### src/rtl/cla_pipelined_adder_if.sv
// cla_pipelined_adder_if: operand/result handshake bundle for cla_pipelined_adder.
// The producer side (ALU operand latches / testbench) uses the master modport and
// the adder uses the slave modport. Status flags Z, N and V only exist when the
// CLA_STATUS_FLAGS_EN macro is defined.
interface cla_pipelined_adder_if #(
  parameter int WIDTH = 32
);
  logic             in_valid;
  logic             in_ready;
  logic [WIDTH-1:0] A;
  logic [WIDTH-1:0] B;
  logic             C0;
  logic             SUB;
  logic             out_valid;
  logic             out_ready;
  logic [WIDTH-1:0] S;
  logic             C_OUT;
`ifdef CLA_STATUS_FLAGS_EN
  logic             Z;
  logic             N;
  logic             V;

  modport master (
    output in_valid, A, B, C0, SUB, out_ready,
    input  in_ready, out_valid, S, C_OUT, Z, N, V
  );

  modport slave (
    input  in_valid, A, B, C0, SUB, out_ready,
    output in_ready, out_valid, S, C_OUT, Z, N, V
  );
`else
  modport master (
    output in_valid, A, B, C0, SUB, out_ready,
    input  in_ready, out_valid, S, C_OUT
  );

  modport slave (
    input  in_valid, A, B, C0, SUB, out_ready,
    output in_ready, out_valid, S, C_OUT
  );
`endif
endinterface

### src/rtl/cla_pipelined_adder.sv
// cla_pipelined_adder: pipelined add/subtract unit built from GROUP-bit
// carry-lookahead groups. GPS groups ripple inside each pipeline stage, the
// carry is registered between stages, and skew registers carry the not-yet-added
// operand bits forward alongside the partial sum. One operation per cycle, with
// valid/ready on both sides and a single global advance signal.
// Optional feature: define CLA_STATUS_FLAGS_EN to add registered Z/N/V outputs.
module cla_pipelined_adder #(
  parameter int WIDTH = 32,
  parameter int GROUP = 4,
  parameter int GPS   = 2
) (
  input  logic                 clk,
  input  logic                 rst_n,
  cla_pipelined_adder_if.slave bus
);

  localparam int CHUNK  = GROUP * GPS;
  localparam int NSTAGE = WIDTH / CHUNK;

  if (((WIDTH % CHUNK) != 0) || (NSTAGE < 1)) begin : g_bad_params
    $error("cla_pipelined_adder: WIDTH must be a non-zero multiple of GROUP*GPS");
  end

  // One GROUP-bit group with full generate/propagate lookahead: every carry is a
  // flat sum of products of g, p and the group carry-in.
  function automatic logic [GROUP:0] cla_group(input logic [GROUP-1:0] a,
                                               input logic [GROUP-1:0] b,
                                               input logic             cin);
    logic [GROUP-1:0] g;
    logic [GROUP-1:0] p;
    logic [GROUP:0]   c;
    logic             term;
    g    = a & b;
    p    = a ^ b;
    c    = '0;
    c[0] = cin;
    for (int i = 0; i < GROUP; i++) begin
      c[i+1] = cin;
      for (int m = 0; m <= i; m++) begin
        c[i+1] = c[i+1] & p[m];
      end
      for (int j = 0; j <= i; j++) begin
        term = g[j];
        for (int m = j + 1; m <= i; m++) begin
          term = term & p[m];
        end
        c[i+1] = c[i+1] | term;
      end
    end
    return {c[GROUP], p ^ c[GROUP-1:0]};
  endfunction

  // One pipeline stage worth of bits: GPS lookahead groups chained by ripple.
  function automatic logic [CHUNK:0] add_chunk(input logic [CHUNK-1:0] a,
                                               input logic [CHUNK-1:0] b,
                                               input logic             cin);
    logic [CHUNK-1:0] s;
    logic             c;
    logic [GROUP:0]   r;
    s = '0;
    c = cin;
    for (int gi = 0; gi < GPS; gi++) begin
      r = cla_group(a[gi*GROUP +: GROUP], b[gi*GROUP +: GROUP], c);
      s[gi*GROUP +: GROUP] = r[GROUP-1:0];
      c = r[GROUP];
    end
    return {c, s};
  endfunction

  logic             adv;

  logic             valid_q   [NSTAGE];
  logic             carry_q   [NSTAGE];
  logic [WIDTH-1:0] sum_q     [NSTAGE];
  logic [WIDTH-1:0] a_q       [NSTAGE];
  logic [WIDTH-1:0] b_q       [NSTAGE];

  logic             src_valid [NSTAGE];
  logic             src_cin   [NSTAGE];
  logic [WIDTH-1:0] src_a     [NSTAGE];
  logic [WIDTH-1:0] src_b     [NSTAGE];
  logic [WIDTH-1:0] src_sum   [NSTAGE];

  logic [CHUNK:0]   chunk_res [NSTAGE];
  logic             nxt_carry [NSTAGE];
  logic [WIDTH-1:0] nxt_sum   [NSTAGE];

  // The whole pipe moves together whenever the output slot is empty or being taken.
  always_comb begin
    adv = !valid_q[NSTAGE-1] || bus.out_ready;
  end

  // Stage 0 reads the bus (with subtract folded into B and carry-in); later stages read the previous stage's registers.
  always_comb begin
    for (int k = 0; k < NSTAGE; k++) begin
      src_valid[k] = 1'b0;
      src_cin[k]   = 1'b0;
      src_a[k]     = '0;
      src_b[k]     = '0;
      src_sum[k]   = '0;
    end
    src_valid[0] = bus.in_valid && adv;
    src_cin[0]   = bus.SUB ? 1'b1 : bus.C0;
    src_a[0]     = bus.A;
    src_b[0]     = bus.SUB ? ~bus.B : bus.B;
    for (int k = 1; k < NSTAGE; k++) begin
      src_valid[k] = valid_q[k-1];
      src_cin[k]   = carry_q[k-1];
      src_a[k]     = a_q[k-1];
      src_b[k]     = b_q[k-1];
      src_sum[k]   = sum_q[k-1];
    end
  end

  // Each stage adds its own CHUNK-bit slice and splices it into the running sum.
  always_comb begin
    for (int k = 0; k < NSTAGE; k++) begin
      chunk_res[k] = add_chunk(src_a[k][k*CHUNK +: CHUNK],
                               src_b[k][k*CHUNK +: CHUNK],
                               src_cin[k]);
      nxt_sum[k]   = src_sum[k];
      nxt_sum[k][k*CHUNK +: CHUNK] = chunk_res[k][CHUNK-1:0];
      nxt_carry[k] = chunk_res[k][CHUNK];
    end
  end

  // Stage registers: shift on advance, a bubble clears valid but leaves the data untouched.
  always_ff @(posedge clk or negedge rst_n) begin
    if (!rst_n) begin
      for (int k = 0; k < NSTAGE; k++) begin
        valid_q[k] <= 1'b0;
        carry_q[k] <= 1'b0;
        sum_q[k]   <= '0;
        a_q[k]     <= '0;
        b_q[k]     <= '0;
      end
    end else if (adv) begin
      for (int k = 0; k < NSTAGE; k++) begin
        valid_q[k] <= src_valid[k];
        if (src_valid[k]) begin
          carry_q[k] <= nxt_carry[k];
          sum_q[k]   <= nxt_sum[k];
          a_q[k]     <= src_a[k];
          b_q[k]     <= src_b[k];
        end
      end
    end
  end

  assign bus.in_ready  = adv;
  assign bus.out_valid = valid_q[NSTAGE-1];
  assign bus.S         = sum_q[NSTAGE-1];
  assign bus.C_OUT     = carry_q[NSTAGE-1];

`ifdef CLA_STATUS_FLAGS_EN
  logic z_q;
  logic n_q;
  logic v_q;
  logic z_d;
  logic n_d;
  logic v_d;

  // Flags come from the final sum and the operand sign bits carried down the skew path.
  always_comb begin
    z_d = (nxt_sum[NSTAGE-1] == '0);
    n_d = nxt_sum[NSTAGE-1][WIDTH-1];
    v_d = (src_a[NSTAGE-1][WIDTH-1] == src_b[NSTAGE-1][WIDTH-1]) &&
          (nxt_sum[NSTAGE-1][WIDTH-1] != src_a[NSTAGE-1][WIDTH-1]);
  end

  // Flag registers follow the same load/hold rules as S.
  always_ff @(posedge clk or negedge rst_n) begin
    if (!rst_n) begin
      z_q <= 1'b0;
      n_q <= 1'b0;
      v_q <= 1'b0;
    end else if (adv && src_valid[NSTAGE-1]) begin
      z_q <= z_d;
      n_q <= n_d;
      v_q <= v_d;
    end
  end

  assign bus.Z = z_q;
  assign bus.N = n_q;
  assign bus.V = v_q;
`endif

endmodule
### src/flat_wrapper.sv
// flat-port wrapper written by rule: the top's interface ports become plain ports
module cla_pipelined_adder_flat 
#(
  parameter int WIDTH = 32,
  parameter int GROUP = 4,
  parameter int GPS   = 2
)
  (clk, rst_n, bus_in_valid, bus_A, bus_B, bus_C0, bus_SUB, bus_out_ready, bus_in_ready, bus_out_valid, bus_S, bus_C_OUT);
  cla_pipelined_adder_if #(.WIDTH(WIDTH)) bus_i ();
  input  logic clk;
  input  logic rst_n;
  input wire logic [$bits(bus_i.in_valid)-1:0] bus_in_valid;
  input wire logic [$bits(bus_i.A)-1:0] bus_A;
  input wire logic [$bits(bus_i.B)-1:0] bus_B;
  input wire logic [$bits(bus_i.C0)-1:0] bus_C0;
  input wire logic [$bits(bus_i.SUB)-1:0] bus_SUB;
  input wire logic [$bits(bus_i.out_ready)-1:0] bus_out_ready;
  output wire logic [$bits(bus_i.in_ready)-1:0] bus_in_ready;
  output wire logic [$bits(bus_i.out_valid)-1:0] bus_out_valid;
  output wire logic [$bits(bus_i.S)-1:0] bus_S;
  output wire logic [$bits(bus_i.C_OUT)-1:0] bus_C_OUT;
  assign bus_i.in_valid = bus_in_valid;
  assign bus_i.A = bus_A;
  assign bus_i.B = bus_B;
  assign bus_i.C0 = bus_C0;
  assign bus_i.SUB = bus_SUB;
  assign bus_i.out_ready = bus_out_ready;
  assign bus_in_ready = bus_i.in_ready;
  assign bus_out_valid = bus_i.out_valid;
  assign bus_S = bus_i.S;
  assign bus_C_OUT = bus_i.C_OUT;
  cla_pipelined_adder #(.WIDTH(WIDTH), .GROUP(GROUP), .GPS(GPS)) u_core (.clk(clk), .rst_n(rst_n), .bus(bus_i));
endmodule
### config.mk
export PLATFORM = sky130hd
export DESIGN_NAME = cla_pipelined_adder_flat
export DESIGN_NICKNAME = d
export VERILOG_FILES = /design/src/rtl/cla_pipelined_adder_if.sv /design/src/rtl/cla_pipelined_adder.sv /design/src/flat_wrapper.sv
export SDC_FILE = /design/constraint.sdc
export NUM_CORES = 1
export LEC_CHECK = 0
export BUFFER_PORTS_ARGS = -buffer_cell sky130_fd_sc_hd__buf_2
export CAP_MARGIN = 20
export CORE_ASPECT_RATIO = 1.2
export CORE_MARGIN = 4
export CORE_UTILIZATION = 30
export CTS_BUF_LIST = sky130_fd_sc_hd__clkbuf_8
export DETAILED_ROUTE_END_ITERATION = 16
export PLACE_DENSITY = 0.46
export REMOVE_ABC_BUFFERS = 1
export SETUP_SLACK_MARGIN = 0.3
export SYNTH_ARGS = -nofsm -noshare
export SYNTH_HDL_FRONTEND = slang
export SYNTH_SLANG_ARGS = --single-unit
### constraint.sdc
create_clock -name clk -period 2.96 [get_ports clk]
set_input_delay 0.74 -clock clk [delete_from_list [all_inputs] [get_ports clk]]
set_output_delay 0.74 -clock clk [all_outputs]
set_load 0.05 [all_outputs]
==> flow_metrics.env <==
export IMPL_power_leakage_uw=0.00449
export IMPL_layout_common_cells="dfrtp_1 (184), mux2_2 (126), buf_2 (102)"
export IMPL_grtUsageTotal=0.127
export IMPL_wl_met1_um=8680
export IMPL_syn_area_um2=8440
export IMPL_outcome="completed"
export IMPL_initial_utilization=0.303
export IMPL_hold_buffers=0
export IMPL_critPathCaptureType="register"
export IMPL_drive_above_1_share=0.397
export IMPL_utilization=0.355
export IMPL_cts_root_buf="clkbuf_8"
export IMPL_drtIter0Drc=167
export IMPL_die_x_um=161
export IMPL_final_common_cell="dfrtp_1"
export IMPL_std_cell_rows=67
export IMPL_vias_per_cell=4.54
export IMPL_io_pins=105
export IMPL_finalMaxSlewViolations=0
export IMPL_syn_inst=624
export IMPL_crit_path_max_incr_delay_ps=260
export IMPL_drv_cap=0
export IMPL_ys_top_cells_by_area="dfrtp_1 (55%), mux2_2 (17%), ha_1 (5.9%)"
export IMPL_rsz0062_at_grt="no"
export IMPL_top_layer="met4"
export IMPL_clkTransAtPathRegs_ps=90
export IMPL_powerDensity_nw_per_um2=1080
export IMPL_syn2layout_area_growth_pct=17.1
export IMPL_setup_viol=0
export IMPL_cts_tree="done"
export IMPL_wl_per_cell_um=16.6
export IMPL_grt_max_degree=79
export IMPL_cts_path_max_buffers=2
export IMPL_layout_min_cycle_time_ps=2550
export IMPL_fin_skew_ps=10.4
export IMPL_drcViolationCount=0
export IMPL_num_antenna_cells=0
export IMPL_critPathKind="in2reg"
export IMPL_antenna_found_initial=0
export IMPL_wl_met2_um=9290
export IMPL_fp_dieH_um=192
export IMPL_slew_headroom=0.380
export IMPL_dieArea_um2=30900
export IMPL_fin_tns_setup_ps=0
export IMPL_hold_viol_final=0
export IMPL_ys_types=36
export IMPL_hpwl_um=13000
export IMPL_cts_sinks=184
export IMPL_grt_pass1_vias=5696
export IMPL_path_cells="buf_4 > xor2_4 > ha_4 > ha_2 > o211ai_1 > nand2_1 > a21o_1 > ha_2 > o211a_1 > o21a_1 > o31a_1"
export IMPL_nets=860
export IMPL_drt_wl_total_um=18800
export IMPL_ys_ff_latch=184
export IMPL_grt_overflow_total=0
export IMPL_critPathLaunchType="primary input"
export IMPL_cts_buffers_inserted=17
export IMPL_synth_top_cell_area_share=0.546
export IMPL_drtPass1Iterations=5
export IMPL_max_freq_mhz=392
export IMPL_crit_arrival_ps=2910
export IMPL_synth_area_leader_cell="dfrtp_1"
export IMPL_crit_path_frequent_cell="ha_2"
export IMPL_vdd_drop_max_uv=339
export IMPL_htreeDepth=4
export IMPL_crit_required_ps=3320
export IMPL_ys_seq_area_frac=0.546
export IMPL_ys_warn_count=0
export IMPL_port_buffers=104
export IMPL_clkLatencyLatePin_ps=470
export IMPL_vias=5147
export IMPL_cp_slowest_cell="o211ai_1"
export IMPL_met3_length_um=593
export IMPL_avgSynthCellArea_um2=13.5
export IMPL_gp_congestion=0.775
export IMPL_max_slew_worst_pin_slew_ps=928
export IMPL_core_area_um2=27800
export IMPL_cp_max_fo=5
export IMPL_min_path_type="in2async"
export IMPL_ant_nets=0
export IMPL_fin_crit_sh=0.862
export IMPL_grt_pass1_wl_um=30900
cell usage after synthesis:
library cell / instances
a2111o_1: 1
a2111oi_0: 3
a21o_1: 12
a21oi_1: 5
a221o_1: 3
and2_1: 3
and3_1: 3
buf_2: 8
buf_4: 5
buf_6: 9
clkbuf_1: 7
clkbuf_2: 2
dfrtp_1: 184
fa_1: 8
ha_1: 40
inv_1: 10
inv_6: 1
mux2_2: 126
nand2_1: 7
nand2_4: 2
nand3_1: 1
nor2_2: 1
nor2_4: 1
nor2b_4: 1
nor3_1: 12
o211a_1: 4
o211ai_1: 4
o21a_1: 20
o21ai_0: 80
o21ai_1: 3
o221ai_1: 1
o31a_1: 4
o31ai_1: 12
or2_2: 1
xnor2_1: 30
xor2_1: 10
cells by family after synthesis:
group	after synthesis	share of synthesized area
AOI/OAI and AO/OA	152	0.113
xor gates and xnor gates	40	0.0415
adders and majority gates	48	0.0783
buffers and inverters	42	0.0310
DFF	184	0.546
muxes	126	0.168
and+or+nand+nor	32	0.0224
per-layer routing:
layer  track usage  up-vias
met1         0.165     2572
met2         0.215       85
met5             0        -
met4        0.0387        0
li1              -     2479
met3        0.0264       11
metrics by stage:
step / setup slack (ps) / total power (uW) / hold WS, ps / area [um2] / cells
finish: 409 / 10700 / 305 / 9880 / 1133
detailed placement: -245 / 9080 / 486 / 9390 / 1095
global route: 301 / 11500 / 331 / 9880 / 1133
CTS: 301 / 10800 / 299 / 9790 / 1126
floorplan: 175 / 7710 / 444 / 8220 / 593
global placement: -204 / 8940 / 481 / 9390 / 1095
critical path: cells and delay by family:
family / cells / cell delay, ps
compound gates: 5 / 1090
xor+xnor: 1 / 220
fa+ha+maj: 3 / 590
buf+inv: 1 / 160
simple gates: 1 / 110
cell type report:
| class | count | area, um2 |
|---|---|---|
| well taps | 379 | 474 |
| clock inverters | 12 | 126 |
| flip-flops and latches | 184 | 4600 |
| inverters | 11 | 46.3 |
| fillers | 2812 | 17900 |
| repair buffers | 130 | 752 |
| clock buffers | 19 | 262 |
| multi-input cells | 398 | 3620 |
registers in the layout (all words and copies together), names as in the netlist:
register,cells
u_core.a_q,48
u_core.b_q,48
u_core.bus.C_OUT,1
u_core.bus.S,32
u_core.bus.out_valid,1
u_core.carry_q,3
u_core.nxt_sum,48
u_core.src_valid,3
path summary, 6_finish.rpt:
path | from | to | slack [ps] | cells past startpoint
setup / recovery | bus_SUB | u_core.carry_q[3] | 410 | 11
setup reg to reg | u_core.a_q[80] | u_core.carry_q[1] | 430 | 9
min in group clk | bus_A[10] | u_core.a_q[106] | 500 | 2
hold reg to reg | u_core.bus.S[25] | u_core.bus.S[25] | 500 | 2
hold / removal | rst_n | u_core.bus.S[21] | 300 | 1
max in group asynchronous | rst_n | u_core.a_q[125] | 1910 | 2
what timing repair did:
action	4_1_cts	5_1_grt
setup endpoints to repair	2	9
buffers inserted	0	7
gates resized for setup	1	8
endpoints found under the hold margin	0	0
pin swaps	2	11
where the power goes:
| group | internal [uW] | leakage (uW) | switching [uW] |
|---|---|---|---|
| Clock | 787 | 0.000192 | 898 |
| Combinational | 2120 | 0.00208 | 2590 |
| Sequential | 3640 | 0.00222 | 632 |
| Total | 6540 | 0.00449 | 4120 |
(Power assumes the default switching activity.)
